File: src/rtl/riscv_pkg.sv
// Shared core definitions: datapath widths, canonical NOP encoding, default reset PC.
// Latency: n/a (constants only).
// Backpressure: n/a.
package riscv_pkg;

  localparam int XLEN = 32;
  localparam int ILEN = 32;

  // addi x0, x0, 0
  localparam logic [ILEN-1:0] INSTR_NOP = 32'h0000_0013;

  localparam logic [XLEN-1:0] RESET_PC = '0;

endpackage

File: src/rtl/fetch_fifo.sv
// Synchronous FIFO holding {pc, instr} fetch entries; flush empties it in one edge.
// Latency: a pushed entry is visible on head_data right after the pushing edge.
// Backpressure: push is ignored when full unless a pop frees a slot on the same edge.
//
// Ports:
//   clk, rst         clock, asynchronous active-high reset
//   push, push_data  write one entry
//   pop              retire head entry (ignored when empty)
//   flush            drop all entries; wins over push/pop
//   head_data        oldest entry (undefined while count == 0)
//   count            number of valid entries
module fetch_fifo #(
  parameter int WIDTH = 64,
  parameter int DEPTH = 4,
  localparam int CW = $clog2(DEPTH + 1),
  localparam int PW = (DEPTH > 1) ? $clog2(DEPTH) : 1
) (
  input  logic             clk,
  input  logic             rst,
  input  logic             push,
  input  logic [WIDTH-1:0] push_data,
  input  logic             pop,
  input  logic             flush,
  output logic [WIDTH-1:0] head_data,
  output logic [CW-1:0]    count
);

  localparam logic [CW-1:0] FULL_CNT = CW'(DEPTH);
  localparam logic [PW-1:0] LAST_PTR = PW'(DEPTH - 1);

  logic [WIDTH-1:0] mem [DEPTH];
  logic [PW-1:0]    wr_ptr;
  logic [PW-1:0]    rd_ptr;
  logic             do_push;
  logic             do_pop;

  // Pointers wrap explicitly so DEPTH need not be a power of two.
  function automatic logic [PW-1:0] ptr_inc(input logic [PW-1:0] p);
    return (p == LAST_PTR) ? '0 : p + PW'(1);
  endfunction

  assign do_pop  = pop && (count != '0);
  assign do_push = push && ((count != FULL_CNT) || do_pop);

  always_ff @(posedge clk or posedge rst) begin
    if (rst) begin
      wr_ptr <= '0;
      rd_ptr <= '0;
      count  <= '0;
    end else if (flush) begin
      wr_ptr <= '0;
      rd_ptr <= '0;
      count  <= '0;
    end else begin
      if (do_push) wr_ptr <= ptr_inc(wr_ptr);
      if (do_pop)  rd_ptr <= ptr_inc(rd_ptr);
      count <= count + CW'(do_push) - CW'(do_pop);
    end
  end

  // Storage needs no reset: it is only read through a non-zero count.
  always_ff @(posedge clk) begin
    if (do_push && !flush) mem[wr_ptr] <= push_data;
  end

  assign head_data = mem[rd_ptr];

endmodule

File: src/rtl/fetch_unit.sv
// Instruction-fetch front end: owns the PC, streams word reads to imem, queues returns for decode.
// Latency: a response is pushed on the edge that samples it and is on if_* right after that edge.
// Backpressure: issue stops once queued + live in-flight entries reach FQ_DEPTH (credit limit).
//
// Ports:
//   clk, rst                      clock, asynchronous active-high reset
//   imem_req, imem_addr           word read request (memory never stalls)
//   imem_rvalid, imem_rdata       in-order responses, one per request
//   redirect_valid, redirect_pc   taken branch / jump target from execute
//   if_valid, if_ready            handshake to decode
//   if_pc, if_pc4, if_instr       head entry, zero while the queue is empty
module fetch_unit
  import riscv_pkg::*;
#(
  parameter int              XLEN     = riscv_pkg::XLEN,
  parameter int              ADDR_W   = 8,
  parameter logic [XLEN-1:0] RESET_PC = riscv_pkg::RESET_PC,
  parameter int              FQ_DEPTH = 4
) (
  input  logic              clk,
  input  logic              rst,
  output logic              imem_req,
  output logic [ADDR_W-1:0] imem_addr,
  input  logic              imem_rvalid,
  input  logic [ILEN-1:0]   imem_rdata,
  input  logic              redirect_valid,
  input  logic [XLEN-1:0]   redirect_pc,
  output logic              if_valid,
  input  logic              if_ready,
  output logic [XLEN-1:0]   if_pc,
  output logic [XLEN-1:0]   if_pc4,
  output logic [ILEN-1:0]   if_instr
);

  localparam int CW = $clog2(FQ_DEPTH + 1);
  localparam int EW = XLEN + ILEN;

  localparam logic [CW:0]   CREDITS = (CW + 1)'(FQ_DEPTH);
  localparam logic [CW-1:0] OUT_MAX = '1;
  localparam logic [XLEN-1:0] WORD  = XLEN'(4);

  logic [XLEN-1:0] pc;
  logic [XLEN-1:0] resp_pc;
  logic [CW-1:0]   outstanding;
  logic [CW-1:0]   drop_cnt;
  logic [CW-1:0]   q_count;

  logic [XLEN-1:0] target;
  logic [CW:0]     in_use;
  logic            retire;
  logic            discard;
  logic            q_push;
  logic            q_pop;
  logic [EW-1:0]   head_data;
  logic [XLEN-1:0] head_pc;
  logic [ILEN-1:0] head_instr;

  assign target = redirect_pc & ~XLEN'(3);

  // Responses already marked for dropping will never occupy a queue slot,
  // so they do not consume credit.
  assign in_use = {1'b0, q_count} + {1'b0, outstanding} - {1'b0, drop_cnt};

  // The OUT_MAX guard only matters for memories slower than the counter
  // range; it stalls issue instead of letting outstanding wrap.
  assign imem_req  = !rst && !redirect_valid && (in_use < CREDITS) && (outstanding != OUT_MAX);
  assign imem_addr = pc[ADDR_W+1:2];

  // A response with nothing outstanding is a protocol error and is ignored.
  assign retire  = imem_rvalid && (outstanding != '0);
  assign discard = retire && (drop_cnt != '0);
  assign q_push  = retire && !discard && !redirect_valid;
  assign q_pop   = if_valid && if_ready && !redirect_valid;

  always_ff @(posedge clk or posedge rst) begin
    if (rst) begin
      pc          <= RESET_PC;
      resp_pc     <= RESET_PC;
      outstanding <= '0;
      drop_cnt    <= '0;
    end else if (redirect_valid) begin
      pc          <= target;
      resp_pc     <= target;
      // Everything still in flight after this edge belongs to the old path.
      outstanding <= outstanding - CW'(retire);
      drop_cnt    <= outstanding - CW'(retire);
    end else begin
      if (imem_req) pc      <= pc + WORD;
      if (q_push)   resp_pc <= resp_pc + WORD;
      outstanding <= outstanding + CW'(imem_req) - CW'(retire);
      if (discard)  drop_cnt <= drop_cnt - CW'(1);
    end
  end

  fetch_fifo #(
    .WIDTH (EW),
    .DEPTH (FQ_DEPTH)
  ) u_fifo (
    .clk       (clk),
    .rst       (rst),
    .push      (q_push),
    .push_data ({resp_pc, imem_rdata}),
    .pop       (q_pop),
    .flush     (redirect_valid),
    .head_data (head_data),
    .count     (q_count)
  );

  assign head_pc    = head_data[EW-1:ILEN];
  assign head_instr = head_data[ILEN-1:0];

  assign if_valid = (q_count != '0);
  assign if_pc    = if_valid ? head_pc        : '0;
  assign if_pc4   = if_valid ? head_pc + WORD : '0;
  assign if_instr = if_valid ? head_instr     : '0;

endmodule
File: config.mk
export PLATFORM = sky130hd
export DESIGN_NAME = fetch_unit
export DESIGN_NICKNAME = d
export VERILOG_FILES = /design/src/rtl/riscv_pkg.sv /design/src/rtl/fetch_fifo.sv /design/src/rtl/fetch_unit.sv
export SDC_FILE = /design/constraint.sdc
export NUM_CORES = 1
export LEC_CHECK = 0
export CAP_MARGIN = 20
export CORE_ASPECT_RATIO = 1.25
export CORE_MARGIN = 3
export CORE_UTILIZATION = 30
export CTS_CLUSTER_SIZE = 30
export DETAILED_ROUTE_END_ITERATION = 8
export GPL_ROUTABILITY_DRIVEN = 1
export HOLD_SLACK_MARGIN = 0.03
export SLEW_MARGIN = 10
export SYNTH_ARGS = -nofsm -noshare
export SYNTH_HDL_FRONTEND = slang
export SYNTH_HIERARCHICAL = 1
export SYNTH_SLANG_ARGS = --single-unit
File: constraint.sdc
create_clock -name clk -period 8.95 [get_ports clk]
set_input_delay 1.3425 -clock clk [delete_from_list [all_inputs] [get_ports clk]]
set_output_delay 1.3425 -clock clk [all_outputs]
set_load 0.02 [all_outputs]
==> results.txt <==
- Post-CTS setup repair buffer count: 0
* Worst setup path start: u_fifo/rd_ptr[0]
- For this configuration, the core starts out at a cell density of a little under a third.
- Cells traversed along the worst timing path: buf_4, mux4_2, and3_1, nand4_1, nor3_1, xnor2_1, nor2_1, clkdlybuf4s50_1
* Count of unique library cells instantiated by Yosys: 54
- Before antenna repair, the detailed router went through 4 iterations.
- The floorplan step defined a die boundary enclosing around 0.048 sq mm.
- From bottom edge to top edge, the die measures 243 um.
- The library cells used most frequently in the layout, excluding fill and tap cells, are edfxtp_1 (256), clkdlybuf4s50_1 (171), and2_1 (65).
- Max-capacitance violation count: 0
- Data arrives at the worst endpoint at between 4 and 5 ns.
- Hold Worst Slack: 0.597 ns
- Final setup violation count: 0
- Worst-skew pair later-pin latency: between 0.5 and 0.6 ns
- Pin placement for this block handled 175 I/O pins.
* Warnings from Yosys: 6
- Final Max Tran Viols: 0
* Number of DRC violations after detailed-routing iteration 0: roughly 420
- GRT Residual Overflow: 0
* Number of cell rows: 86
- Clock tree skew after final layout: slightly below 0.02 ns
- Antenna diode count: 0
- Along the worst path, the maximum fanout reaches between 40 and 50.
* Clk slew on worst S/H paths: 0.07 ns
* Pin count of the biggest net entering global routing: 67
- Summed over all nets, the half-perimeter wirelength after detailed placement is just over 20000 um.
- The detail route stage leaves a number of antenna-violating nets equal to 0.
- The tree is rooted in a clkbuf_16.
- Utilization after layout: between 30% and 40%
- Counting I/O delays and the setup requirement, the final critical path takes ~5.8 ns.
- The worst register-to-register path begins at outstanding[1].
- At the pin with the least slew margin, the transition time is ~1.1 ns.
- At the worst endpoint, the required time is about 7.6 ns.
- Number of buffer cells added on primary ports: around 170
* Clock Tree Buf Depth: 3
- Cells resized by post-CTS repair: 0
* Critical path endpoint category: primary output
- Setup repair after global routing missed its margin: no
* Leading area contributor after synthesis: edfxtp_1
* Cts-stage hold buffer count: 0
- TritonCTS built the clock tree.
* Synthesized area divided by synthesized cell count: ~16 sq um
- The most used flip-flop cell after synthesis is edfxtp_1.
- After detailed routing, the average wire length per cell comes to about 19 um.
- Relative contribution of sequential cells to total power: 47.2%
* Final Wtd Congestion: between 0.7 and 0.8
- Post-Synthesis Cell Area: roughly 0.014 sq mm
- The slowest stage of the critical path belongs to the cell dfrtp_4.
- Combinational cell fraction of total power: between 10% and 20%
- Dividing the final minimum period by the clock period gives between 60% and 70%.
- In the routed layout, each cell is associated on average with a via count of roughly 4.8.
* Run status: complete, no violations
- After synthesis, the largest area contributor takes up a little under three fifths of total cell area.
- TritonCTS buffer count: 31
- Synthesis produced a netlist whose cell count is between 800 and 900.
- Of the cells placed in the final design, the portion with a size suffix greater than 1 is 13.7%.
- Peak Freq: around 170 MHz
* Worst-case headroom to the max-slew limit: 28.2%
- Post-route DRC violation count: 0
- For this design the static power due to leakage is 5.57 nW.
- After synthesis, the share of flip-flops with an asynchronous set or reset is between 10% and 20%.
- The min-delay analysis places its worst path in the category reg2reg.
* Most common cell after layout, fill and taps aside: edfxtp_1
- Measured along the x axis, the die boundary spans 196 um.
* Startpoint class of the critical path: flip-flop
- VDD sags by at most approximately 0.12 mV.
- Int Power: about 2.6 mW
* Hold path start: resp_pc[31]
- Relative contribution of the clock network to total power: 36.4%
- Net switching fraction of the power: between 20% and 30%
- For this design the ratio of total power to cell area is approximately 210 mW/mm^2.
- Number of flip-flops and latches in the synthesized netlist: 307
- The number of global-route vias before repair is 8103.
- Hold Fails Final Rpt: 0
* Top cells by area in the synthesized netlist: edfxtp_1 (57%), mux4_2 (11%), dfrtp_1 (9.4%)
- The synthesized design contains about 260 enable-type register cells.
- CTS sink count: 307
* Routed Wire Length: between 30000 and 40000 um
* Crit Path Class: reg2out
- Setup TNS: 0 ns
- Area inside the core boundary: 0.0443 sq mm
- For this run, the register share of the synthesized area comes to between 60% and 70%.
- The first global-routing pass estimated about 50000 um of wire.
- Peak per-stage delay on the critical path: 1.03 ns
- H-tree lvl count: 1
- Across every metal layer, demand over resource in global routing totals between 10% and 20%.
- Power spent charging and discharging nets: a little over 0.9 mW
* Layout Nets: about 1100
- Via count: between 7000 and 8000
- The area growth from synthesis to layout is 25.3%.
* Antenna violations before repair: 0
through the flow:
stage	total power [mW]	setup WS [ns]	area, sq um	std cells
2_1_floorplan	2.06	4.70	13500	867
5_1_grt	3.74	2.65	16900	1637
3_5_place_dp	2.30	3.56	15900	1577
6_report	3.57	3.12	16900	1637
4_1_cts	3.62	2.94	16900	1635
3_3_place_gp	2.29	3.57	15900	1577
cells in the mapped netlist (all sizes together), types with 4 or more instances:
library cell / number
nor3: 15
mux2: 10
or3: 5
xor2: 28
edfxtp: 256
nand3: 22
a21oi: 10
mux4: 64
nor2: 43
and4: 13
nor4: 9
clkbuf: 21
and3: 11
buf: 17
o21ai: 32
xnor2: 39
nand2: 46
fa: 4
inv: 27
and2: 70
nand4: 18
dfrtp: 51
ha: 18
flip-flops by register name, indices dropped and copies added, names as in the netlist:
name           cells
u_fifo/count       3
pc                 8
u_fifo/wr_ptr      2
u_fifo/mem       256
drop_cnt           3
u_fifo/rd_ptr      2
resp_pc           30
outstanding        3
power by group through the flow:
stage          clock (mW)  sequential, mW  combinational [mW]
2_1_floorplan           0            1.70               0.355
3_3_place_gp            0            1.71               0.580
3_5_place_dp            0            1.72               0.588
4_1_cts              1.34            1.69               0.591
5_1_grt              1.40            1.69               0.643
6_report             1.30            1.69               0.586
layer usage:
layer / part of all wire, % / track usage [%] / routed length, um / vias up
met1: 43 / 17.3 / 13600 / 3963
met5: 0 / 0 / 0 / -
met2: 51 / 22.8 / 15800 / 177
met3: 4.3 / 1.78 / 1350 / 25
met4: 1.7 / 3.17 / 538 / 0
li1: - / - / - / 3611
final cells by class:
class,count,area (sq um)
clock buffer,41,863
clock inverter,17,180
fill,4182,27400
inverter,28,105
multi-input combinational,494,4320
sequential,307,8970
tap,572,716
timing repair buffer,178,1790
path summary, 6_finish.rpt:
check / cells after the start / to / slack (ns)
worst max-delay path: 8 / if_pc4[23] / 3.12
worst min-delay path: 0 / u_fifo/mem[3][63] / 0.60
worst max register to register: 13 / outstanding[2] / 5.31
worst min register to register: 0 / u_fifo/mem[3][63] / 0.60
max in group asynchronous: 3 / resp_pc[12] / 7.13
min in group asynchronous: 2 / u_fifo/wr_ptr[1] / 1.16
cells by family (layout without fill, tap and decap cells):
family / count (synthesis) / after routing / synth area share [%]
AOI/OAI and AO/OA: 57 / 57 / 2.48
xor gates and xnor gates: 67 / 67 / 4.34
muxes: 77 / 77 / 11.7
DFF: 307 / 307 / 66.3
other: 1 / 8 / 0.0277
adders and majority gates: 22 / 22 / 2.26
buffers and inverters: 66 / 264 / 2.07
and+or+nand+nor: 263 / 263 / 10.8
critical path: cells and delay by family (launching register included):
family	cells	cell delay, ns
mux	1	0.63
xor+xnor	1	0.15
flops	1	1.03
buf+inv	2	1.27
simple gates	4	0.84
Power figures use the tool's default switching activity.
